`src/rtl/regfile_bypass_pkg.sv`:
```
// -----------------------------------------------------------------------------
// regfile_bypass_pkg
// Shared constants and types for the write-back bus and the register file.
// The WB stage packs {we, waddr, wdata} with the same slice positions used
// here, so packing and unpacking stay in lock-step.
// -----------------------------------------------------------------------------
package regfile_bypass_pkg;

  localparam int DATA_W = 32;
  localparam int ADDR_W = 5;
  localparam int BUS_W  = 1 + ADDR_W + DATA_W;

  // Field positions inside a 38-bit write/forward bus
  localparam int BUS_WE_BIT   = 37;
  localparam int BUS_WADDR_HI = 36;
  localparam int BUS_WADDR_LO = 32;
  localparam int BUS_WDATA_HI = 31;
  localparam int BUS_WDATA_LO = 0;

  // r0 is hardwired to zero and is never a valid write target
  localparam logic [ADDR_W-1:0] ZERO_REG = 5'd0;

  typedef struct packed {
    logic              we;
    logic [ADDR_W-1:0] waddr;
    logic [DATA_W-1:0] wdata;
  } wbus_t;

  // Split a flat bus into its fields using the shared slice positions
  function automatic wbus_t unpack_bus(input logic [BUS_W-1:0] flat);
    wbus_t b;
    b.we    = flat[BUS_WE_BIT];
    b.waddr = flat[BUS_WADDR_HI:BUS_WADDR_LO];
    b.wdata = flat[BUS_WDATA_HI:BUS_WDATA_LO];
    return b;
  endfunction

  // A bus targets a read index only if it writes, and never for r0
  function automatic logic bus_hits(input wbus_t b, input logic [ADDR_W-1:0] idx);
    return b.we && (b.waddr == idx) && (b.waddr != ZERO_REG);
  endfunction

endpackage

```
`src/rtl/regfile_bypass_if.sv`:
```
// -----------------------------------------------------------------------------
// regfile_bypass_if
// Bundles the WB write bus, EX/MEM forward buses, ID read ports, load-use
// stall request and HI/LO access.
//   master : pipeline side (drives buses, read indices, HI/LO writes)
//   slave  : register file side (returns read data, HI/LO, stall request)
// -----------------------------------------------------------------------------
interface regfile_bypass_if;
  import regfile_bypass_pkg::*;

  logic [BUS_W-1:0]  wb_to_rf_bus;
  logic [BUS_W-1:0]  ex_fwd_bus;
  logic              ex_is_load;
  logic [BUS_W-1:0]  mem_fwd_bus;
  logic [ADDR_W-1:0] raddr1;
  logic [ADDR_W-1:0] raddr2;
  logic              r1_used;
  logic              r2_used;
  logic [DATA_W-1:0] rdata1;
  logic [DATA_W-1:0] rdata2;
  logic              stallreq_load;
  logic              wb_hi_we;
  logic              wb_lo_we;
  logic [DATA_W-1:0] wb_hi;
  logic [DATA_W-1:0] wb_lo;
  logic [DATA_W-1:0] hi_rdata;
  logic [DATA_W-1:0] lo_rdata;

  modport master (
    output wb_to_rf_bus, ex_fwd_bus, ex_is_load, mem_fwd_bus,
    output raddr1, raddr2, r1_used, r2_used,
    output wb_hi_we, wb_lo_we, wb_hi, wb_lo,
    input  rdata1, rdata2, stallreq_load, hi_rdata, lo_rdata
  );

  modport slave (
    input  wb_to_rf_bus, ex_fwd_bus, ex_is_load, mem_fwd_bus,
    input  raddr1, raddr2, r1_used, r2_used,
    input  wb_hi_we, wb_lo_we, wb_hi, wb_lo,
    output rdata1, rdata2, stallreq_load, hi_rdata, lo_rdata
  );

endinterface

```
`src/rtl/regfile_bypass_bypass_mux.sv`:
```
// -----------------------------------------------------------------------------
// bypass_mux
// Priority select for one read port: r0 -> 0, else EX > MEM > WB > array.
// Ports:
//   i_raddr      read index
//   i_ex_bus     EX forward bus (youngest producer)
//   i_mem_bus    MEM forward bus
//   i_wb_bus     WB write bus (oldest in-flight producer)
//   i_array_word stored register word for i_raddr
//   o_rdata      bypassed read data
// -----------------------------------------------------------------------------
module bypass_mux
  import regfile_bypass_pkg::*;
(
  input  logic [ADDR_W-1:0] i_raddr,
  input  wbus_t             i_ex_bus,
  input  wbus_t             i_mem_bus,
  input  wbus_t             i_wb_bus,
  input  logic [DATA_W-1:0] i_array_word,
  output logic [DATA_W-1:0] o_rdata
);

  // Youngest matching producer wins
  always_comb begin
    o_rdata = i_array_word;
    if (i_raddr == ZERO_REG) begin
      o_rdata = '0;
    end else if (bus_hits(i_ex_bus, i_raddr)) begin
      o_rdata = i_ex_bus.wdata;
    end else if (bus_hits(i_mem_bus, i_raddr)) begin
      o_rdata = i_mem_bus.wdata;
    end else if (bus_hits(i_wb_bus, i_raddr)) begin
      o_rdata = i_wb_bus.wdata;
    end else begin
      o_rdata = i_array_word;
    end
  end

endmodule

```
`src/rtl/regfile_bypass.sv`:
```
// -----------------------------------------------------------------------------
// regfile_bypass
// Architectural register file (r1..r31) plus HI/LO at the end of the WB bus.
// Two combinational read ports with EX/MEM/WB forwarding and a load-use
// stall request for the stall controller.
// Ports:
//   clk  clock
//   rst  synchronous active-high reset; clears r1..r31, HI and LO and
//        overrides any write presented in the same cycle
//   bus  regfile_bypass_if.slave (buses, read ports, HI/LO, stall request)
// -----------------------------------------------------------------------------
module regfile_bypass
  import regfile_bypass_pkg::*;
(
  input  logic            clk,
  input  logic            rst,
  regfile_bypass_if.slave bus
);

  wbus_t             w_wb;
  wbus_t             w_ex;
  wbus_t             w_mem;

  // r0 is not stored; the array starts at index 1
  logic [DATA_W-1:0] r_regs [1:31];
  logic [DATA_W-1:0] r_hi;
  logic [DATA_W-1:0] r_lo;

  logic [DATA_W-1:0] w_arr1;
  logic [DATA_W-1:0] w_arr2;
  logic [DATA_W-1:0] w_rdata1;
  logic [DATA_W-1:0] w_rdata2;
  logic              w_ex_hit1;
  logic              w_ex_hit2;

  assign w_wb  = unpack_bus(bus.wb_to_rf_bus);
  assign w_ex  = unpack_bus(bus.ex_fwd_bus);
  assign w_mem = unpack_bus(bus.mem_fwd_bus);

  // Committed writes into the array and HI/LO; reset wins over any write
  always_ff @(posedge clk) begin
    if (rst) begin
      for (int i = 1; i < 32; i++) begin
        r_regs[i] <= '0;
      end
      r_hi <= '0;
      r_lo <= '0;
    end else begin
      if (w_wb.we && (w_wb.waddr != ZERO_REG)) begin
        r_regs[w_wb.waddr] <= w_wb.wdata;
      end
      if (bus.wb_hi_we) begin
        r_hi <= bus.wb_hi;
      end
      if (bus.wb_lo_we) begin
        r_lo <= bus.wb_lo;
      end
    end
  end

  // Array lookup; index 0 has no storage so it is masked here
  always_comb begin
    w_arr1 = '0;
    w_arr2 = '0;
    if (bus.raddr1 != ZERO_REG) begin
      w_arr1 = r_regs[bus.raddr1];
    end else begin
      w_arr1 = '0;
    end
    if (bus.raddr2 != ZERO_REG) begin
      w_arr2 = r_regs[bus.raddr2];
    end else begin
      w_arr2 = '0;
    end
  end

  bypass_mux u_mux1 (
    .i_raddr      (bus.raddr1),
    .i_ex_bus     (w_ex),
    .i_mem_bus    (w_mem),
    .i_wb_bus     (w_wb),
    .i_array_word (w_arr1),
    .o_rdata      (w_rdata1)
  );

  bypass_mux u_mux2 (
    .i_raddr      (bus.raddr2),
    .i_ex_bus     (w_ex),
    .i_mem_bus    (w_mem),
    .i_wb_bus     (w_wb),
    .i_array_word (w_arr2),
    .o_rdata      (w_rdata2)
  );

  assign bus.rdata1 = w_rdata1;
  assign bus.rdata2 = w_rdata2;

  // A load in EX has no data yet; a used operand that needs it must wait a cycle
  assign w_ex_hit1 = bus.r1_used && bus_hits(w_ex, bus.raddr1);
  assign w_ex_hit2 = bus.r2_used && bus_hits(w_ex, bus.raddr2);
  assign bus.stallreq_load = bus.ex_is_load && (w_ex_hit1 || w_ex_hit2);

  // HI/LO are write-through: a WB write is visible in the same cycle
  assign bus.hi_rdata = bus.wb_hi_we ? bus.wb_hi : r_hi;
  assign bus.lo_rdata = bus.wb_lo_we ? bus.wb_lo : r_lo;

endmodule

```
`src/flat_wrapper.sv`:
```
// flat-port wrapper written by rule: the top's interface ports become plain ports
module regfile_bypass_flat import regfile_bypass_pkg::*;
  (clk, rst, bus_wb_to_rf_bus, bus_ex_fwd_bus, bus_ex_is_load, bus_mem_fwd_bus, bus_raddr1, bus_raddr2, bus_r1_used, bus_r2_used, bus_wb_hi_we, bus_wb_lo_we, bus_wb_hi, bus_wb_lo, bus_rdata1, bus_rdata2, bus_stallreq_load, bus_hi_rdata, bus_lo_rdata);
  regfile_bypass_if bus_i ();
  input  logic clk;
  input  logic rst;
  input wire logic [$bits(bus_i.wb_to_rf_bus)-1:0] bus_wb_to_rf_bus;
  input wire logic [$bits(bus_i.ex_fwd_bus)-1:0] bus_ex_fwd_bus;
  input wire logic [$bits(bus_i.ex_is_load)-1:0] bus_ex_is_load;
  input wire logic [$bits(bus_i.mem_fwd_bus)-1:0] bus_mem_fwd_bus;
  input wire logic [$bits(bus_i.raddr1)-1:0] bus_raddr1;
  input wire logic [$bits(bus_i.raddr2)-1:0] bus_raddr2;
  input wire logic [$bits(bus_i.r1_used)-1:0] bus_r1_used;
  input wire logic [$bits(bus_i.r2_used)-1:0] bus_r2_used;
  input wire logic [$bits(bus_i.wb_hi_we)-1:0] bus_wb_hi_we;
  input wire logic [$bits(bus_i.wb_lo_we)-1:0] bus_wb_lo_we;
  input wire logic [$bits(bus_i.wb_hi)-1:0] bus_wb_hi;
  input wire logic [$bits(bus_i.wb_lo)-1:0] bus_wb_lo;
  output wire logic [$bits(bus_i.rdata1)-1:0] bus_rdata1;
  output wire logic [$bits(bus_i.rdata2)-1:0] bus_rdata2;
  output wire logic [$bits(bus_i.stallreq_load)-1:0] bus_stallreq_load;
  output wire logic [$bits(bus_i.hi_rdata)-1:0] bus_hi_rdata;
  output wire logic [$bits(bus_i.lo_rdata)-1:0] bus_lo_rdata;
  assign bus_i.wb_to_rf_bus = bus_wb_to_rf_bus;
  assign bus_i.ex_fwd_bus = bus_ex_fwd_bus;
  assign bus_i.ex_is_load = bus_ex_is_load;
  assign bus_i.mem_fwd_bus = bus_mem_fwd_bus;
  assign bus_i.raddr1 = bus_raddr1;
  assign bus_i.raddr2 = bus_raddr2;
  assign bus_i.r1_used = bus_r1_used;
  assign bus_i.r2_used = bus_r2_used;
  assign bus_i.wb_hi_we = bus_wb_hi_we;
  assign bus_i.wb_lo_we = bus_wb_lo_we;
  assign bus_i.wb_hi = bus_wb_hi;
  assign bus_i.wb_lo = bus_wb_lo;
  assign bus_rdata1 = bus_i.rdata1;
  assign bus_rdata2 = bus_i.rdata2;
  assign bus_stallreq_load = bus_i.stallreq_load;
  assign bus_hi_rdata = bus_i.hi_rdata;
  assign bus_lo_rdata = bus_i.lo_rdata;
  regfile_bypass u_core (.clk(clk), .rst(rst), .bus(bus_i));
endmodule
```
`config.mk`:
```
export PLATFORM = sky130hd
export DESIGN_NAME = regfile_bypass_flat
export DESIGN_NICKNAME = d
export VERILOG_FILES = /design/src/rtl/regfile_bypass_pkg.sv /design/src/rtl/regfile_bypass_if.sv /design/src/rtl/regfile_bypass_bypass_mux.sv /design/src/rtl/regfile_bypass.sv /design/src/flat_wrapper.sv
export SDC_FILE = /design/constraint.sdc
export NUM_CORES = 2
export LEC_CHECK = 0
export ABC_AREA = 1
export BUFFER_PORTS_ARGS = -buffer_cell sky130_fd_sc_hd__buf_4
export CORE_UTILIZATION = 29
export CTS_CLUSTER_DIAMETER = 120
export CTS_CLUSTER_SIZE = 10
export DETAILED_ROUTE_END_ITERATION = 16
export PLACE_DENSITY = 0.5
export SYNTH_ARGS = -nofsm -noshare
export SYNTH_HDL_FRONTEND = slang
export SYNTH_SLANG_ARGS = --single-unit
export TNS_END_PERCENT = 10
```
`constraint.sdc`:
```
create_clock -name clk -period 2.9 [get_ports clk]
set_clock_uncertainty 0.05 [all_clocks]
set_input_delay 0.145 -clock clk [delete_from_list [all_inputs] [get_ports clk]]
set_output_delay 0.145 -clock clk [all_outputs]
set_load 0.005 [all_outputs]
```
==> run_results.csv <==
group,metric,value,unit
outcome,outcome,"finished, violations left",
outcome,violations,"negative setup slack",
grt,grt_max_degree,91,
detailed_routing,drt_iter0_drc,7156,
critical_path,worstReg2RegEnd,"u_core.r_hi[20]",
cts,clkSinkCount,1088,
floorplan,coreArea,215500,um2
pwr,p_seq_share,46.7,%
grt,gr-usage-met1,31.24,%
min_path,min_path_cells,2,
pwr,p_leak,33.71,nW
timing,max_slew_margin,30.74,%
critical_path,worst-path-stages,11,
yosys,synth.avg_cell_area,7.356,um2
pwr,combPwrFrac,17.5,%
cts,postCtsSetupBuffers,0,
timing,setup_ws,-0.02159,ns
min_path,hold_end,"u_core.r_regs[0][12]",
placement,port_buffers,323,
layout,drive_gt1_share,10.16,%
yosys,synth_top_area_share,48.68,%
cts,cts_buffers,119,
cts,clk_pin_slew,0.06,ns
timing,fin_crit_sh,100.7,%
min_path,holdCritStartpoint,"bus_wb_to_rf_bus[12]",
timing,hold_viol,0,
critical_path,path_common_cell,"nand2_1",
pwr,p_int,27.59,mW
grt,grt_util_all_layers,24.19,%
cts,cts_tree,"yes",
yosys,synth.area.top_cells,"edfxtp_1 49%, nand2_1 16%, nand3_1 11%, nor2_1 7.5%, inv_1 5.1%",
detailed_routing,vias_per_cell,5.226,
floorplan,fp.dieH,468.7,um
placement,routabilityCongestion,0.9259,
critical_path,crit_type,"flip-flop to output port",
yosys,ys_seq_area_share,50.71,%
critical_path,path_buf_inv,1,
yosys,ys_types,26,
grt,met2_usage,39.11,%
floorplan,num_rows,170,
placement,dp.cells,11460,
grt,antenna_found_initial,6,
critical_path,startpoint_type,"flip-flop",
grt,grt_pass1_vias,58460,
cts,clockBufferDepth,3,
layout,fillCellCount,22340,
yosys,yosysWarnings,0,
detailed_routing,antenna_left,0,
layout,final_cells,11800,
layout,area_delta_synth_final,20.23,%
yosys,yosysTopAreaCell,"edfxtp_1",
pwr,p_per_area,516.8,nW/um2
critical_path,crit_chain,"nand2_1 > o21ai_0 > nand2_1 > nand3_1 > nor2_1 > nand2_1 > nand2_1 > nand2_1 > nand2_1 > a21oi_1 > buf_4",
critical_path,r2r_setup_slack,1.63,ns
floorplan,start_util,29.31,%
critical_path,crit_path_top_delay_cell,"edfxtp_1",
critical_path,cp_max_fo,2,
min_path,min_path_type,"primary input to flip-flop",
yosys,ys_ff_latch,1088,
grt,grt_use_met3,2.877,%
critical_path,slowest_delay,0.39,ns
detailed_routing,dr.pass1.iters,8,
yosys,syn_area,63160,um2
detailed_routing,num_vias,61670,
yosys,synthCells,8587,
timing,setup_violations,1,
detailed_routing,routedWlPerCell,23.15,um
timing,worst_pin_slew,1.038,ns
detailed_routing,drc,0,
critical_path,regToRegStartpoint,"u_core.r_hi[20]",
pwr,p_sw,11.66,mW
layout,nets,9128,
floorplan,ios,324,
pwr,p_total,39.25,mW
timing,fmax,0.3423,GHz
cts,clkLatencyLatePin,0.78,ns
timing,rsz0062_at_grt,"true",
critical_path,critPathCaptureType,"output port",
detailed_routing,routed_wl,273200,um
timing,post-route-min-period,2.922,ns
timing,drv_slew,0,
pwr,pwr-share-clk,35.8,%
floorplan,die_area,219700,um2
timing,hold_ws,0.05509,ns
critical_path,worstRegToRegCells,3,
grt,overflow,0,
placement,place_hpwl,175400,um
grt,grt_pass1_wl,393900,um
critical_path,crit_required,2.71,ns
flow_run,cap_violations,0,
pwr,irDropWorstVdd,0.0005111,V
critical_path,cpLargestDelayFamily,"simple AND/OR/NAND/NOR gates",
cts,cts_root_buf,"clkbuf_16",
pwr,switching_share,29.71,%
cts,htree_levels,3,
grt,grt.busiest_layer,"met2",
critical_path,arrival,2.73,ns
floorplan,die_width,468.7,um
area by class of cell:
type	instances	area, um2	share of cell area, %
sequential	1088	32030	42.18
timing repair buffer	876	8367	11.02
tap	2838	3551	4.676
antenna	4	10.01	0.01318
inverter	863	3273	4.310
clock buffer	137	3055	4.024
multi-input combinational	5985	25460	33.52
clock inverter	9	196.4	0.2587
cells in the mapped netlist (all sizes together):
master     n
or2        1
o211ai    92
o22ai      5
nand4      3
conb       1
inv      862
buf      283
clkinv     1
a21boi     1
nand3   1350
nor2    1256
a21oi    258
dfxtp     64
clkbuf   399
o21ai    209
nor3      13
edfxtp  1024
nand2   2750
xnor2      8
xor2       6
nand3b     1
power groups by stage:
stage          clock (mW)  combinational [mW]  sequential [mW]
2_1_floorplan           0                3.47             18.6
3_3_place_gp            0                6.52             18.6
3_5_place_dp            0                6.55             18.6
4_1_cts              14.3                6.79             18.3
5_1_grt              14.8                7.38             18.4
6_report             14.0                6.88             18.3
worst max path at each step:
| stage | end | slack [ns] | from |
|---|---|---|---|
| after detailed placement | bus_rdata2[11] | 0.12 | bus_raddr2[1] |
| after global placement | bus_rdata2[11] | 0.1 | bus_raddr2[1] |
| after global routing | bus_rdata2[22] | -0.01 | u_core.r_regs[19][22] |
| after floorplan | u_core.r_regs[24][0] | 0.46 | bus_wb_to_rf_bus[34] |
| final | bus_rdata2[9] | -0.02 | u_core.r_regs[17][9] |
| after CTS | bus_rdata2[11] | -0.01 | u_core.r_regs[22][11] |
placed cells by master (no fill, tap or decap), types with 11 or more instances in the layout:
cell type      Yosys  layout
o21ai_0          209     208
nor2_1          1254    1238
clkbuf_1         399      17
inv_1            857     847
a21oi_1          258     255
o211ai_1          92      92
clkbuf_16          0     119
buf_4              2     576
nand3_1         1350    1349
nor2_2             2      14
edfxtp_1        1024    1024
nand2_1         2750    2687
dlygate4sd3_1      0     194
conb_1             1      32
dfxtp_1           64      64
nor3_1            11      11
buf_12             0     102
nand2_2            0      63
kinds of logic (layout without fill, tap and decap cells):
kind of cell	count (synthesis)	in the layout	synth area share (%)
compound gates	565	565	4.855
xor+xnor	14	14	0.1941
buf+inv	1545	1885	9.552
flops	1088	1088	50.71
other cells	1	36	0.005937
simple gates	5374	5374	34.68
worst register-to-register path, delay by kind of cell (launching register included):
kind	cells	cell delay, ns
flip-flops	1	0.31
AO/OA/AOI/OAI	1	0.20
buffers and inverters	1	0.58
AND/OR/NAND/NOR	1	0.07
registers in the layout (all words and copies together), names as in the netlist:
signal / flops
u_core.r_regs: 1024
u_core.r_lo: 32
u_core.r_hi: 32
timing repair:
action                     in CTS  in global routing
pin swaps                       0                  0
hold endpoints to repair      698                  0
gates resized for setup         8                 19
hold buffers                  194                  0
setup endpoints to repair       7                 16
cloned                          0                  0
per-layer routing:
layer  part of all wire, %  vias to the layer above
met4                   5.9                        2
li1                      -                    28090
met2                    46                     3264
met3                   8.0                      644
met5                0.0048                        -
met1                    40                    29660
per-stage QoR:
stage / area [um2] / util, % / setup WS, ns / setup TNS, ns
floorplan: 63280 / - / 0.4558 / 0
finish: 75940 / 35.24 / -0.02159 / -0.02159
CTS: 75880 / 35.21 / -0.009657 / -0.009657
global route: 75940 / 35.24 / -0.01341 / -0.02291
detailed placement: 70660 / 32.80 / 0.1206 / 0
global placement: 70660 / 32.80 / 0.09970 / 0
No activity file was read; power rests on OpenSTA's default activity.
